===== src/rtl/instr_encoder.sv =====
// instr_encoder: turns symbolic operation requests (ADD/LW/SW) into 32-bit
// instruction words, buffers them in a small FIFO and drains them one word per
// cycle onto an instruction-memory write port at consecutive word addresses.
//
// Ports:
//   clk, rst_n      clock, asynchronous active-low reset
//   req_valid/ready request handshake (accepted when both high at an edge)
//   req_op          00=ADD, 01=LW, 10=SW, 11=illegal (accepted, dropped, flagged)
//   req_rs/rt/rd    register fields; req_imm is the LW/SW offset
//   drain_en        permits FIFO pops to memory
//   clr             synchronous clear, overrides push and pop
//   imem_we/addr/wdata  registered write port, one-cycle strobe per pop
//   fifo_count      FIFO occupancy
//   words_written   writes since reset or clr (wraps at 2^16)
//   illegal_err     sticky flag, set by an accepted illegal op
module instr_encoder #(
  parameter int unsigned       DEPTH     = 4,
  parameter int unsigned       ADDR_W    = 8,
  parameter logic [ADDR_W-1:0] BASE_ADDR = '0
) (
  input  logic                       clk,
  input  logic                       rst_n,
  input  logic                       req_valid,
  output logic                       req_ready,
  input  logic [1:0]                 req_op,
  input  logic [4:0]                 req_rs,
  input  logic [4:0]                 req_rt,
  input  logic [4:0]                 req_rd,
  input  logic [15:0]                req_imm,
  input  logic                       drain_en,
  input  logic                       clr,
  output logic                       imem_we,
  output logic [ADDR_W-1:0]          imem_addr,
  output logic [31:0]                imem_wdata,
  output logic [$clog2(DEPTH):0]     fifo_count,
  output logic [15:0]                words_written,
  output logic                       illegal_err
);

  localparam int unsigned PtrW = $clog2(DEPTH);
  localparam int unsigned CntW = PtrW + 1;

  localparam logic [1:0] OpAdd = 2'b00;
  localparam logic [1:0] OpLw  = 2'b01;
  localparam logic [1:0] OpSw  = 2'b10;

  logic [31:0]       mem_q [DEPTH];
  logic [PtrW-1:0]   wr_idx_q, wr_idx_d;
  logic [PtrW-1:0]   rd_idx_q, rd_idx_d;
  logic [CntW-1:0]   count_q, count_d;
  logic [ADDR_W-1:0] ptr_q, ptr_d;
  logic [ADDR_W-1:0] addr_q, addr_d;
  logic [31:0]       wdata_q, wdata_d;
  logic              we_q, we_d;
  logic [15:0]       words_q, words_d;
  logic              illegal_q, illegal_d;

  logic [31:0] enc_word;
  logic        full, empty, accept, legal, push, pop;

  // Instruction encoding: [31:26] opcode, [25:21] rs, [20:16] rt, low half per op.
  always_comb begin
    enc_word = '0;
    case (req_op)
      OpAdd:   enc_word = {6'b000001, req_rs, req_rt, req_rd, 5'b00000, 6'b100000};
      OpLw:    enc_word = {6'b000100, req_rs, req_rt, req_imm};
      OpSw:    enc_word = {6'b000010, req_rs, req_rt, req_imm};
      default: enc_word = '0;
    endcase
  end

  assign full      = (count_q == CntW'(DEPTH));
  assign empty     = (count_q == '0);
  assign req_ready = !full && !clr;
  assign accept    = req_valid && req_ready;
  assign legal     = (req_op != 2'b11);
  assign push      = accept && legal;
  // clr wins over a pop on the same edge.
  assign pop       = drain_en && !empty && !clr;

  always_comb begin
    wr_idx_d  = wr_idx_q;
    rd_idx_d  = rd_idx_q;
    count_d   = count_q;
    ptr_d     = ptr_q;
    addr_d    = addr_q;
    wdata_d   = wdata_q;
    we_d      = 1'b0;
    words_d   = words_q;
    illegal_d = illegal_q;

    if (clr) begin
      wr_idx_d  = '0;
      rd_idx_d  = '0;
      count_d   = '0;
      ptr_d     = BASE_ADDR;
      words_d   = '0;
      illegal_d = 1'b0;
    end else begin
      if (push) begin
        wr_idx_d = wr_idx_q + 1'b1;
      end
      if (pop) begin
        rd_idx_d = rd_idx_q + 1'b1;
        we_d     = 1'b1;
        addr_d   = ptr_q;
        wdata_d  = mem_q[rd_idx_q];
        // Word-sized step, wrapping modulo 2^ADDR_W.
        ptr_d    = ptr_q + ADDR_W'(4);
        words_d  = words_q + 16'd1;
      end
      case ({push, pop})
        2'b10:   count_d = count_q + 1'b1;
        2'b01:   count_d = count_q - 1'b1;
        default: count_d = count_q;
      endcase
      if (accept && !legal) begin
        illegal_d = 1'b1;
      end
    end
  end

  // Storage needs no reset: occupancy is tracked by the pointers and count.
  always_ff @(posedge clk) begin
    if (push) begin
      mem_q[wr_idx_q] <= enc_word;
    end
  end

  always_ff @(posedge clk or negedge rst_n) begin
    if (!rst_n) begin
      wr_idx_q  <= '0;
      rd_idx_q  <= '0;
      count_q   <= '0;
      ptr_q     <= BASE_ADDR;
      addr_q    <= BASE_ADDR;
      wdata_q   <= '0;
      we_q      <= 1'b0;
      words_q   <= '0;
      illegal_q <= 1'b0;
    end else begin
      wr_idx_q  <= wr_idx_d;
      rd_idx_q  <= rd_idx_d;
      count_q   <= count_d;
      ptr_q     <= ptr_d;
      addr_q    <= addr_d;
      wdata_q   <= wdata_d;
      we_q      <= we_d;
      words_q   <= words_d;
      illegal_q <= illegal_d;
    end
  end

  assign imem_we       = we_q;
  assign imem_addr     = addr_q;
  assign imem_wdata    = wdata_q;
  assign fifo_count    = count_q;
  assign words_written = words_q;
  assign illegal_err   = illegal_q;

endmodule


===== config.mk =====
export PLATFORM = sky130hd
export DESIGN_NAME = instr_encoder
export DESIGN_NICKNAME = d
export VERILOG_FILES = /design/src/rtl/instr_encoder.sv
export SDC_FILE = /design/constraint.sdc
export NUM_CORES = 1
export LEC_CHECK = 0
export ABC_AREA = 1
export CAP_MARGIN = 5
export CORE_MARGIN = 5
export CORE_UTILIZATION = 45
export DETAILED_ROUTE_END_ITERATION = 10
export PLACE_DENSITY_LB_ADDON = 0.08
export SYNTH_ARGS = -nofsm -noshare
export SYNTH_HDL_FRONTEND = slang
export SYNTH_SLANG_ARGS = --single-unit

===== constraint.sdc =====
create_clock -name clk -period 2.76 [get_ports clk]
set_input_delay 0.552 -clock clk [delete_from_list [all_inputs] [get_ports clk]]
set_output_delay 0.552 -clock clk [all_outputs]
set_load 0.01 [all_outputs]

==> results.cfg <==
[outcome]
status = completed

[cts]
worst_setup_hold_path_clk_slew_ns = 0.06
cts_num_sinks = 182
cts_buffers = 17
ctsResizeCount = 0
cts-hold-fix-buffers = 0
clk_latency_ns = 0.42
post-cts-setup-buffer-count = 0
htreeDepth = 4
clock_path_buffers = 2
cts-root-buf = clkbuf_16
cts_tree = built

[setup_path]
max_stage_delay_ns = 0.59
crit_family = buffers and inverters
startpoint_type = input pin
cp_num_cells = 3
worstRegToRegCells = 13
path_cells = clkdlybuf4s50_1 -> a21oi_1 -> clkdlybuf4s50_1
required_ns = 2.21
crit_buf_inv = 2
end_kind = output pin
cpMostUsedCell = clkdlybuf4s50_1
crit_type = input pin to output pin
cp_slowest_cell = clkdlybuf4s50_1
crit_fanout = 6
worstPathArrival_ns = 1.98

[placed_design]
place.port_buffers = 94
placed_area_mm2 = 0.00890
dp_hpwl_um = 11000
place_ws_ns = 0.163
finalWeightedCongestion = 0.802

[finish]
final_area_mm2 = 0.00951
area_delta_synth_final_pct = 24.3
fillers = 1440
final_nets = 874
drive_above_1_share_pct = 7.24
insertedDiodeCount = 0

[pwr]
seq_power_share_pct = 46.7
pwr-share-comb_pct = 18.8
switching_power_uw = 1830
internal-power_uw = 5370
switching_share_pct = 25.4
power.density_mw_per_mm2 = 757
peakVddDrop_mv = 0.458
p_clk_share_pct = 34.5
leakage_uw = 0.00380

[grt]
grt_pass1_vias = 5423
antenna_found_initial = 0
grt_usage_pct = 18.3
grt_pass1_wl_um = 28500
grt_remaining_overflow = 0
grt_max_degree = 67

[floorplan]
row_count = 47
ios = 100
die_h_um = 140
start_util_pct = 46.0
core_area_mm2 = 0.0166
die_area_mm2 = 0.0197
dieWidth_um = 140

[sta]
finalWorstSetupSlack_ns = 0.228
fmax_mhz = 395
period_share_pct = 91.7
tns_ns = 0
rsz0062_at_grt = no
setup_viol = 0
drv_slew = 0
skew_ns = 0.00590
slew_headroom_pct = 39.9
fin_crit_ns = 2.53
hold_viol = 0
whs_ns = 0.260
tightest_slew_ns = 0.901

[route]
drtIter0Drc = 274
viasPerCell = 5.17
drt-pass1-iter-count = 4
via_count = 5491
routed_wl_um = 17600
ant_nets = 0
drc = 0
wire_per_inst_um = 16.6

[yosys]
ys_types = 30
ys_ff_latch = 182
syn-mean-instance-area_um2 = 10.5
yosysSeqAreaShare_pct = 67.1
synth.cell_area_mm2 = 0.00766
synthesis.instances = 731
yosysWarnings = 0

[run]
max-cap-violations = 0

[worst_hold_path]
hp-class = input pin to async pin
## routing by layer
layer | up-vias | track usage (%) | wire, um
li1 | 2656 | - | -
met1 | 2689 | 23.4 | 7620
met2 | 133 | 31.7 | 9020
met3 | 13 | 3.78 | 828
met4 | 0 | 5.05 | 174
met5 | - | 0 | 0
## final cells by class
class	instances	area, um^2	area share (%)
clock inverters	14	181	1.91
flip-flops and latches	182	5140	54.0
well taps	220	275	2.89
repair buffers	110	1120	11.8
inverters	59	221	2.33
clock buffers	18	429	4.51
multi-input cells	459	2150	22.6
## registers in the layout (all words and copies together) (netlist names)
register and flops:
ptr_q 6, words_written 16, wr_idx_q 2, imem_we 1
illegal_err 1, rd_idx_q 2, fifo_count 3, imem_wdata 29
imem_addr 6, mem_q 116
## metrics by stage
stage,utilization [%],power [uW],cells
2_1_floorplan,-,4040,735
3_3_place_gp,53.5,4770,1030
3_5_place_dp,53.5,4790,1030
4_1_cts,57.2,7280,1062
5_1_grt,57.2,7540,1062
6_report,57.2,7200,1062
## worst paths after layout
path / startpoint / endpoint / slack (ns)
max in group asynchronous: rst_n / rd_idx_q[0] / 1.86
max: clr / req_ready / 0.23
min in group clk: imem_addr[3] / imem_addr[3] / 0.47
max reg2reg: fifo_count[0] / fifo_count[2] / 0.66
min reg2reg: imem_addr[3] / imem_addr[3] / 0.47
min: rst_n / imem_addr[2] / 0.26
## cells by family (layout without fill, tap and decap cells)
kind of cell	after synthesis	after routing	synth area share, %
adder cells (fa/ha/maj)	7	7	1.24
AND/OR/NAND/NOR	324	324	17.4
AO/OA/AOI/OAI	121	121	8.58
flip-flops	182	182	67.1
buffers and inverters	94	201	5.46
XOR/XNOR	2	2	0.229
other	1	5	0.0490
## power groups by stage
stage / Combinational (uW) / Clock, uW / Sequential (uW)
2_1_floorplan: 529 / 0 / 3520
3_3_place_gp: 1360 / 0 / 3410
3_5_place_dp: 1370 / 0 / 3420
4_1_cts: 1380 / 2540 / 3370
5_1_grt: 1490 / 2650 / 3400
6_report: 1350 / 2490 / 3360
## cells in the final DEF (no fill, tap or decap), types with 14 or more instances in the layout
cell and n:
nand2_1 170, edfxtp_1 116, nor2_1 103, clkdlybuf4s50_1 93
o21ai_0 77, dfrtp_1 65, inv_1 55, o22ai_1 29
nand3_1 21, clkbuf_16 17, nand4_1 14
## worst register-to-register path, stage by stage (launching register included)
cell and delay [ns]:
dfrtp_1 0.45, nor2_2 0.16, nand2_1 0.11, nand2_4 0.17, nor2_4 0.04, nand2_1 0.12
inv_1 0.08, fa_1 0.38, xnor2_1 0.21, inv_1 0.06, nand2_1 0.06, nand2_1 0.05
nand2_1 0.05, nand2_1 0.04
## Yosys cell counts
cell / count / area share, %
nand2_1: 170 / 8.3
edfxtp_1: 116 / 45
nor2_1: 107 / 5.2
o21ai_0: 77 / 5.0
dfrtp_1: 66 / 22
inv_1: 56 / 2.7
o22ai_1: 29 / 2.4
nand3_1: 21 / 1.4
clkbuf_1: 16 / 0.78
nand4_1: 14 / 1.1
a21oi_1: 10 / 0.65
buf_2: 7 / 0.46
buf_4: 7 / 0.69
ha_1: 6 / 0.98
nor3_1: 5 / 0.33
buf_6: 4 / 0.59
inv_2: 3 / 0.15
nor2_2: 3 / 0.25
a22o_1: 2 / 0.23
xnor2_1: 2 / 0.23
a211oi_1: 1 / 0.098
a32o_1: 1 / 0.13
buf_1: 1 / 0.049
conb_1: 1 / 0.049
fa_1: 1 / 0.26
nand2_4: 1 / 0.15
nand4_4: 1 / 0.28
nor2_4: 1 / 0.15
nor3_2: 1 / 0.13
o21ai_1: 1 / 0.065
No activity file was read; power rests on OpenSTA's default activity.
